--- src/rtl/cgra_cfg_pkg.sv ---
// Shared types and defaults for the CGRA configuration sequencer.
package cgra_cfg_pkg;

  localparam int unsigned CFG_ADDR_W   = 32;
  localparam int unsigned CFG_DATA_W   = 32;
  localparam int unsigned CFG_CNT_W    = 32;
  // Address 0 is a no-op for the array's config decoder; an idle bus drives it.
  localparam int unsigned CFG_NOP_ADDR = 0;

  typedef enum logic [2:0] {
    ST_IDLE   = 3'd0,
    ST_RST    = 3'd1,
    ST_LOAD   = 3'd2,
    ST_SETTLE = 3'd3,
    ST_RUN    = 3'd4,
    ST_DONE   = 3'd5,
    ST_ERROR  = 3'd6
  } seq_state_t;

  // States in which a start pulse launches a new sequence.
  function automatic logic accepts_start(input seq_state_t s);
    return (s == ST_IDLE) || (s == ST_DONE) || (s == ST_ERROR);
  endfunction

  // States that count as busy; IDLE, DONE and ERROR are resting states.
  function automatic logic is_busy(input seq_state_t s);
    return !accepts_start(s);
  endfunction

endpackage

--- src/rtl/cgra_cfg_sat_counter.sv ---
// Up-counter with synchronous clear that sticks at all-ones instead of wrapping.
module cgra_cfg_sat_counter #(
  parameter int unsigned W = 32
) (
  input  logic         clk_in,
  input  logic         reset_in,
  input  logic         clear,
  input  logic         inc,
  output logic [W-1:0] count
);

  localparam logic [W-1:0] CNT_MAX = {W{1'b1}};

  // Clear wins over increment; increment stops at the maximum value.
  always_ff @(posedge clk_in or negedge reset_in) begin
    if (!reset_in) begin
      count <= '0;
    end else if (clear) begin
      count <= '0;
    end else if (inc && (count != CNT_MAX)) begin
      count <= count + W'(1);
    end
  end

endmodule

--- src/rtl/cgra_config_sequencer.sv ---
// Bring-up sequencer for the CGRA array: reset pulse, config stream, settle, timed run.
module cgra_config_sequencer
  import cgra_cfg_pkg::*;
#(
  parameter int unsigned ADDR_W        = CFG_ADDR_W,
  parameter int unsigned DATA_W        = CFG_DATA_W,
  parameter int unsigned RST_CYCLES    = 4,
  parameter int unsigned SETTLE_CYCLES = 2,
  parameter int unsigned TIMEOUT       = 1024,
  parameter int unsigned CNT_W         = CFG_CNT_W
) (
  input  logic              clk_in,
  input  logic              reset_in,
  input  logic              start,
  input  logic              abort,
  input  logic [CNT_W-1:0]  run_cycles,
  input  logic              cfg_valid,
  output logic              cfg_ready,
  input  logic [ADDR_W-1:0] cfg_addr,
  input  logic [DATA_W-1:0] cfg_data,
  input  logic              cfg_last,
  output logic              cgra_reset_out,
  output logic [ADDR_W-1:0] config_addr_out,
  output logic [DATA_W-1:0] config_data_out,
  output logic              busy,
  output logic              config_done,
  output logic              run_done,
  output logic              error,
  output logic [CNT_W-1:0]  word_count,
  output logic [CNT_W-1:0]  cycle_count
);

  // Terminal phase-counter values. SETTLE also holds the cycle that carries the
  // last accepted word, so it lasts SETTLE_CYCLES+1 cycles and leaves exactly
  // SETTLE_CYCLES zero-bus cycles before RUN.
  localparam int unsigned RST_LAST     = (RST_CYCLES > 0) ? RST_CYCLES - 1 : 0;
  localparam int unsigned SETTLE_LAST  = SETTLE_CYCLES;
  localparam int unsigned TIMEOUT_LAST = (TIMEOUT > 0) ? TIMEOUT - 1 : 0;

  seq_state_t        state;
  seq_state_t        state_nx;

  logic              accept;
  logic              start_go;
  logic              phase_clr;
  logic              idle_clr;
  logic              cycle_inc;
  logic [CNT_W-1:0]  phase_cnt;
  logic [CNT_W-1:0]  idle_cnt;
  logic [CNT_W-1:0]  run_last;

  logic              cfg_ready_nx;
  logic              cgra_reset_nx;
  logic              busy_nx;
  logic              config_done_nx;
  logic              run_done_nx;
  logic              error_nx;
  logic [ADDR_W-1:0] addr_nx;
  logic [DATA_W-1:0] data_nx;

  // Handshake and start qualification; abort overrides both.
  assign accept   = cfg_valid & cfg_ready & ~abort;
  assign start_go = start & ~abort & accepts_start(state);

  // Counter controls: phase restarts on every state change, idle restarts on accept.
  assign phase_clr = (state_nx != state);
  assign idle_clr  = accept | (state != ST_LOAD);
  assign cycle_inc = (state == ST_RUN) & ~abort;

  cgra_cfg_sat_counter #(.W(CNT_W)) u_word_cnt (
    .clk_in   (clk_in),
    .reset_in (reset_in),
    .clear    (start_go),
    .inc      (accept),
    .count    (word_count)
  );

  cgra_cfg_sat_counter #(.W(CNT_W)) u_cycle_cnt (
    .clk_in   (clk_in),
    .reset_in (reset_in),
    .clear    (start_go),
    .inc      (cycle_inc),
    .count    (cycle_count)
  );

  cgra_cfg_sat_counter #(.W(CNT_W)) u_phase_cnt (
    .clk_in   (clk_in),
    .reset_in (reset_in),
    .clear    (phase_clr),
    .inc      (1'b1),
    .count    (phase_cnt)
  );

  cgra_cfg_sat_counter #(.W(CNT_W)) u_idle_cnt (
    .clk_in   (clk_in),
    .reset_in (reset_in),
    .clear    (idle_clr),
    .inc      (1'b1),
    .count    (idle_cnt)
  );

  // Latch the final RUN count index on start; zero run cycles behaves like one.
  always_ff @(posedge clk_in or negedge reset_in) begin
    if (!reset_in) begin
      run_last <= '0;
    end else if (start_go) begin
      run_last <= (run_cycles == '0) ? '0 : run_cycles - CNT_W'(1);
    end
  end

  // State register.
  always_ff @(posedge clk_in or negedge reset_in) begin
    if (!reset_in) begin
      state <= ST_IDLE;
    end else begin
      state <= state_nx;
    end
  end

  // Next-state logic; abort returns to IDLE ahead of everything else.
  always_comb begin
    state_nx = state;
    if (abort) begin
      state_nx = ST_IDLE;
    end else begin
      case (state)
        ST_IDLE: begin
          if (start_go) state_nx = ST_RST;
        end
        ST_RST: begin
          if (phase_cnt == CNT_W'(RST_LAST)) state_nx = ST_LOAD;
        end
        ST_LOAD: begin
          if (accept && cfg_last) begin
            state_nx = (SETTLE_CYCLES == 0) ? ST_RUN : ST_SETTLE;
          end else if (!accept && (idle_cnt == CNT_W'(TIMEOUT_LAST))) begin
            state_nx = ST_ERROR;
          end
        end
        ST_SETTLE: begin
          if (phase_cnt == CNT_W'(SETTLE_LAST)) state_nx = ST_RUN;
        end
        ST_RUN: begin
          if (cycle_count == run_last) state_nx = ST_DONE;
        end
        ST_DONE: begin
          if (start_go) state_nx = ST_RST;
        end
        ST_ERROR: begin
          if (start_go) state_nx = ST_RST;
        end
        default: begin
          state_nx = ST_IDLE;
        end
      endcase
    end
  end

  // Output decode from the upcoming state so registered outputs track the state.
  always_comb begin
    cfg_ready_nx   = 1'b0;
    cgra_reset_nx  = 1'b0;
    busy_nx        = is_busy(state_nx);
    config_done_nx = 1'b0;
    run_done_nx    = 1'b0;
    error_nx       = 1'b0;
    addr_nx        = ADDR_W'(CFG_NOP_ADDR);
    data_nx        = '0;
    case (state_nx)
      ST_IDLE:  cgra_reset_nx  = 1'b1;
      ST_RST:   cgra_reset_nx  = 1'b1;
      ST_LOAD:  cfg_ready_nx   = 1'b1;
      ST_RUN:   config_done_nx = 1'b1;
      ST_DONE: begin
        config_done_nx = 1'b1;
        run_done_nx    = 1'b1;
      end
      ST_ERROR: begin
        cgra_reset_nx  = 1'b1;
        error_nx       = 1'b1;
      end
      default: begin
        cfg_ready_nx   = 1'b0;
      end
    endcase
    // An accepted word is presented for exactly the following cycle.
    if (accept) begin
      addr_nx = cfg_addr;
      data_nx = cfg_data;
    end
  end

  // Output registers; reset holds the array in reset with a quiet config bus.
  always_ff @(posedge clk_in or negedge reset_in) begin
    if (!reset_in) begin
      cfg_ready       <= 1'b0;
      cgra_reset_out  <= 1'b1;
      config_addr_out <= '0;
      config_data_out <= '0;
      busy            <= 1'b0;
      config_done     <= 1'b0;
      run_done        <= 1'b0;
      error           <= 1'b0;
    end else begin
      cfg_ready       <= cfg_ready_nx;
      cgra_reset_out  <= cgra_reset_nx;
      config_addr_out <= addr_nx;
      config_data_out <= data_nx;
      busy            <= busy_nx;
      config_done     <= config_done_nx;
      run_done        <= run_done_nx;
      error           <= error_nx;
    end
  end

endmodule

--- config.mk ---
export PLATFORM = sky130hd
export DESIGN_NAME = cgra_config_sequencer
export DESIGN_NICKNAME = d
export VERILOG_FILES = /design/src/rtl/cgra_cfg_pkg.sv /design/src/rtl/cgra_cfg_sat_counter.sv /design/src/rtl/cgra_config_sequencer.sv
export SDC_FILE = /design/constraint.sdc
export NUM_CORES = 1
export LEC_CHECK = 0
export CELL_PAD_IN_SITES_DETAIL_PLACEMENT = 1
export CELL_PAD_IN_SITES_GLOBAL_PLACEMENT = 1
export CORE_MARGIN = 2
export CORE_UTILIZATION = 34
export CTS_CLUSTER_SIZE = 8
export DETAILED_ROUTE_END_ITERATION = 12
export HOLD_SLACK_MARGIN = 0.15
export PLACE_DENSITY = 0.67
export SYNTH_ARGS = -nofsm -noshare
export SYNTH_HDL_FRONTEND = slang
export SYNTH_HIERARCHICAL = 1
export SYNTH_SLANG_ARGS = --single-unit
--- constraint.sdc ---
create_clock -name clk_in -period 3.7 [get_ports clk_in]
set_input_delay 0.74 -clock clk_in [delete_from_list [all_inputs] [get_ports clk_in]]
set_output_delay 0.74 -clock clk_in [all_outputs]
set_load 0.05 [all_outputs]
# After elaboration in Yosys (flattened, before gate mapping)
# Index checks and enable logic that the tools add are counted.
dict set report word_totals {
  register_bits 233
  in_bits 102
  output_inout_bits 134
  elab_cells 91
}
dict set report classes {
  add_sub_neg 5
  eq_ne 21
  mux 24
  bitwise 7
  n_reduce_logical 20
}
# operator count
set ops {}
lappend ops {{$mux 32} 11}
lappend ops {{$add 32x1->32 const B} 4}
lappend ops {{$ne 32x32->1 const B} 4}
lappend ops {{$eq 32x2->1 const B} 2}
lappend ops {{$eq 32x10->1 const B} 1}
lappend ops {{$eq 32x32->1} 1}
lappend ops {{$logic_not 32->1} 1}
lappend ops {{$sub 32x1->32 const B} 1}
lappend ops {{$mux 3} 7}
lappend ops {{$eq 3x3->1 const B} 6}
lappend ops {{$pmux 3 s5} 1}
lappend ops {{$eq 3x2->1 const B} 3}
lappend ops {{$reduce_bool 2->1} 4}
lappend ops {{$eq 3x1->1 const B} 2}
lappend ops {{$logic_not 3->1} 2}
lappend ops {{$reduce_or 3->1} 2}
lappend ops {{$and 1x1->1} 5}
lappend ops {{$mux 1} 5}
lappend ops {{$logic_and 1x1->1} 4}
lappend ops {{$logic_or 1x1->1} 4}
lappend ops {{$ne 3x2->1 const B} 1}
lappend ops {{$ne 3x3->1} 1}
lappend ops {{$logic_not 1->1} 2}
lappend ops {{$reduce_or 2->1} 1}
lappend ops {{2 further kinds} 2}

# Longest topological paths before layout
dict set report depth {
  word_depth 12
  ltp_mapped 11
  mapped_depth_nobuf 9
}

# By module
# Netlist, hierarchy kept.
# mod instances cells_per_inst area_each_um2 seq_area_each_um2
set modules_own_cells {}
lappend modules_own_cells {cgra_cfg_sat_counter 4 198 1854.3 800.8}
lappend modules_own_cells {cgra_config_sequencer 1 472 5007.3 2628.8}

# Worst setup path after synthesis
# OpenSTA, ideal clock, no wires.
dict set report synth_path {
  path_type {in2reg}
  startpoint {input abort}
  endpoint {register u_phase_cnt.count[20]}
  setup_ps 132
  arrival_ps 2859
  required_time_ps 3568
  path_slack_ps 709
  stages 10
  path_buffers 3
  cell_sequence {clkbuf_1 -> nand3b_1 -> nand3_1 -> o32a_1 -> o41a_1 -> o311a_1 -> nand4_1 -> clkbuf_1 -> clkbuf_1 -> nor2_1}
}
dict set report synth_between {
  elab_chain_cells 10
  word_cells_on_any_way 15
  classes_between {eq/ne (1); mux (6); bitwise (4); reduce/logical (4)}
}
# element line
set synth_rtl {}
lappend synth_rtl {{from (decl)} cgra_config_sequencer.sv:15} ;# input logic abort,
lappend synth_rtl {{$not 1->1} {cgra_config_sequencer.sv:62, cgra_config_sequencer.sv:63}}
lappend synth_rtl {{$and 1x1->1} cgra_config_sequencer.sv:62} ;# assign accept = cfg_valid & cfg_ready & ~abort;
lappend synth_rtl {{$logic_not 1->1} cgra_config_sequencer.sv:136} ;# end else if (!accept && (idle_cnt == CNT_W'(TIMEOUT_LAST))) begin
lappend synth_rtl {{$logic_and 1x1->1} cgra_config_sequencer.sv:136}
lappend synth_rtl {{$mux 3} cgra_config_sequencer.sv:136}
lappend synth_rtl {{$mux 3} cgra_config_sequencer.sv:134} ;# if (accept && cfg_last) begin
lappend synth_rtl {{$pmux 3 s5} cgra_config_sequencer.sv:126} ;# case (state)
lappend synth_rtl {{$mux 3 (*)} cgra_config_sequencer.sv:123} ;# if (abort) begin
lappend synth_rtl {{$ne 3x3->1 (*)} cgra_config_sequencer.sv:66} ;# assign phase_clr = (state_nx != state);
lappend synth_rtl {{net phase_clr} cgra_config_sequencer.sv:45} ;# logic phase_clr;
lappend synth_rtl {{$mux 32 / $reduce_bool 2->1 (equally long branches)} -}
lappend synth_rtl {{to (signal assigned)} cgra_cfg_sat_counter.sv:21} ;# count <= count + W'(1);
lappend synth_rtl {{to (decl)} cgra_cfg_sat_counter.sv:9} ;# output logic [W-1:0] count
# Mark *: on every way through the listed nets, which the timed path passes. The rest lies on a longest branch.
# A chain may end at the register's enable or synchronous reset.

# Worst setup path after layout
dict set report layout_path {
  startpoint {register state[0]}
  endpoint {register u_phase_cnt.count[5]}
}
dict set report layout_between {
  elab_chain_cells 9
  word_cells_on_any_way 22
  classes_between {eq/ne (7); mux (9); bitwise (1); reduce/logical (5)}
}
# element line
set layout_rtl {}
lappend layout_rtl {{from (decl)} cgra_config_sequencer.sv:40} ;# seq_state_t state;
lappend layout_rtl {{from (signal assigned)} cgra_config_sequencer.sv:116} ;# state <= state_nx;
lappend layout_rtl {{$eq 3x3->1 / $logic_not 3->1 (equally long branches)} {cgra_cfg_pkg.sv:22, cgra_config_sequencer.sv:126}}
lappend layout_rtl {{$logic_or 1x1->1 (2 in series)} cgra_cfg_pkg.sv:22} ;# return (s == ST_IDLE) || (s == ST_DONE) || (s == ST_ERROR);
lappend layout_rtl {{$and 1x1->1} cgra_config_sequencer.sv:63} ;# assign start_go = start & ~abort & accepts_start(state);
lappend layout_rtl {{$mux 3} {cgra_config_sequencer.sv:128, cgra_config_sequencer.sv:147, cgra_config_sequencer.sv:150}}
lappend layout_rtl {{$pmux 3 s5} cgra_config_sequencer.sv:126}
lappend layout_rtl {{$mux 3} cgra_config_sequencer.sv:123}
lappend layout_rtl {{$ne 3x3->1 (*)} cgra_config_sequencer.sv:66}
lappend layout_rtl {{net phase_clr} cgra_config_sequencer.sv:45}
lappend layout_rtl {{$mux 32 / $reduce_bool 2->1 (equally long branches)} -}
# Marked as above.

==> impl_metrics.tcl <==
set metrics [dict create \
    status "finished, final reports clean" \
    die_area_um2 38100 \
    port-buffer-count 235 \
    fin_tns_setup_ps 0 \
    grt_max_degree 91 \
    die_w_um 195 \
    placed_cells 1948 \
    syn_area_um2 12400 \
    core_um2 36300 \
    syn_inst 1264 \
    grt_pass1_wl_um 63000 \
    numCtsBuffers 35 \
    worst_slack_ps 462 \
    maxCapViolCount 0 \
    chipHeight_um 195 \
    htree_levels 2 \
    pwr-share-comb 0.141 \
    fmax_ghz 0.309 \
    grt_pass1_vias 11400 \
    synth-edff-count 0 \
    hold_slack_ps 228 \
    cts-root-buf "clkbuf_16" \
    synth_ff_type "dfrtp_1" \
    ir_worst_vdd_mv 0.273 \
    yosysMostFrequentCell "dfrtp_1" \
    cp.arrival_ps 3650 \
    yosysTopAreaCellShare 0.467 \
    area_delta_synth_final_pct 31.7 \
    final_util 0.451 \
    cts_tree "built" \
    final_max_slew_viol_count 0 \
    yosys_register_bits 233 \
    power_frac_clock 0.438 \
    wl_per_cell_um 19.5 \
    ff2ff_setup_slack_ps 460 \
    cts-resized-gates 0 \
    drtIter0Drc 415 \
    drc 0 \
    finalSetupViolCount 0 \
    powerDensity_nw_per_um2 413 \
    p_int_mw 4.90 \
    clock_latency_ps 540 \
    cts_buffer_depth 3 \
    yosysTopAreaCell "dfrtp_1" \
    synth_top_family_by_area "simple AND/OR/NAND/NOR gates" \
    nets 1624 \
    drive_above_1_share 0.0910 \
    switching_share 0.275 \
    rows 70 \
    clock_skew_ps 23.9 \
    pin_count 236 \
    slew_headroom 0.475 \
    antenna_left 0 \
    hold_buffers 0 \
    clk_transition_reported_paths_ps 50 \
    finalCriticalPeriod_ps 3240 \
    critPathKind "reg2reg" \
    synth_compound_area_frac 0.103 \
    synth-xor-area-share 0.0782 \
    post_dp_cell_area_um2 15400 \
    required_ps 4110 \
    grt_overflow_total 0 \
    clock-sinks 233 \
    start_kind "register" \
    avgSynthCellArea_um2 9.83 \
    hold_path_class "in2async" \
    instances_no_fill 1996 \
    diodes 0 \
    yosys_warnings 6 \
    fin_crit_sh 0.875 \
    synthTopCellsByArea "dfrtp_1 (47%), xnor2_1 (6.1%), and2_1 (3.9%)" \
    grt_usage 0.208 \
    hold_viol 0 \
    fin_area_um2 16400 \
    antenna_found_initial 0 \
    vias 10600 \
    seq_area_frac_synth 0.469 \
    hpwlAfterDp_um 28700 \
    place_ws_ps 128 \
    p_leak_nw 6.64 \
    pwr-share-seq 0.421 \
    drt-total-wl_um 38900 \
    end_kind "register" \
    p_sw_mw 1.86 \
    tightest_slew_ps 780 \
    muxShareOfSynthArea 0.0287 \
    synth_simple_gate_area_frac 0.288 \
    power_mw 6.76 \
    firstDrtPassIters 4 \
    crit_fanout 40 \
    yosys-top-cells-count "dfrtp_1 (232), nor2_1 (125), xnor2_1 (87)" \
    cts_setup_buffers 0 \
    synth_fa_ha_area_frac 0.00584 \
    ys_async_sr_fraction 1.00 \
    gp_congestion 0.833 \
    synth_cell_types 63 \
    vias_per_cell 5.29 \
    grt_setup_unrepaired "false" \
    start_util 0.343 \
]
==> registers in the layout, indices dropped and copies added (netlist names), 3 cells and up <==
name	count
config_addr_out	32
config_data_out	32
run_last	32
u_cycle_cnt/count	32
u_idle_cnt/count	32
u_phase_cnt/count	32
u_word_cnt/count	32
state	3
==> power by group through the flow <==
stage	clock network, mW	logic (mW)	registers (mW)
after floorplan	0	0.503	2.91
after global placement	0	0.943	2.88
after detailed placement	0	0.961	2.89
after CTS	3.08	0.968	2.85
after global routing	3.15	1.06	2.86
final	2.96	0.950	2.84
==> worst paths after layout <==
path | from | to | cells past startpoint
worst max-delay path | state[0] | u_phase_cnt/count[5] | 10
worst max register to register | state[0] | u_phase_cnt/count[5] | 10
worst min register to register | run_last[8] | run_last[8] | 2
min in group clk_in | run_last[8] | run_last[8] | 2
max in group asynchronous | reset_in | u_phase_cnt/count[31] | 2
worst min-delay path | reset_in | u_phase_cnt/count[4] | 1
==> worst max-delay path, stage by stage (launching register included) <==
cell and delay, ps:
dfrtp_1 370, or3b_1 500, or4_4 580, nor4_4 370, nand4_1 290, a21o_1 250
nand4_1 130, buf_12 230, nand2b_1 130, a21oi_1 40, a31o_2 220
==> area by class of cell <==
| type | count | area, um^2 |
|---|---|---|
| Timing Repair Buffer | 256 | 2550 |
| Tap cell | 468 | 586 |
| Sequential cell | 233 | 5830 |
| Inverter | 35 | 131 |
| Clock buffer | 46 | 958 |
| Clock inverter | 2 | 25.0 |
| Fill cell | 4094 | 19900 |
| Multi-Input combinational cell | 956 | 6280 |
==> per-layer routing <==
| metal | part of all wire | GRT usage | wire length, um |
|---|---|---|---|
| met3 | 0.075 | 0.0644 | 2920 |
| met2 | 0.47 | 0.346 | 18500 |
| met1 | 0.42 | 0.254 | 16400 |
| met4 | 0.029 | 0.0755 | 1130 |
| met5 | 0 | 0 | 0 |
==> logic make-up after synthesis <==
kind of cell | after synthesis
compound gates | 181
xor+xnor | 111
fa+ha+maj | 6
buf+inv | 82
flops | 233
mux | 31
other cells | 1
simple gates | 619
==> cells in the final DEF, fill, tap and decap left out, drive strengths merged, types with 30 or more instances in the layout <==
cell type      instances
and3                  33
xnor2                 87
and2                  78
a21oi                 45
clkbuf                46
nor3                  32
nor4                  50
inv                   36
nor2b                 30
nand2                 85
clkdlybuf4s50        234
nand4                 43
o31ai                 32
nand3                 60
dfrtp                232
nor2                 125
Note: power is estimated with default switching activity, not from simulation.
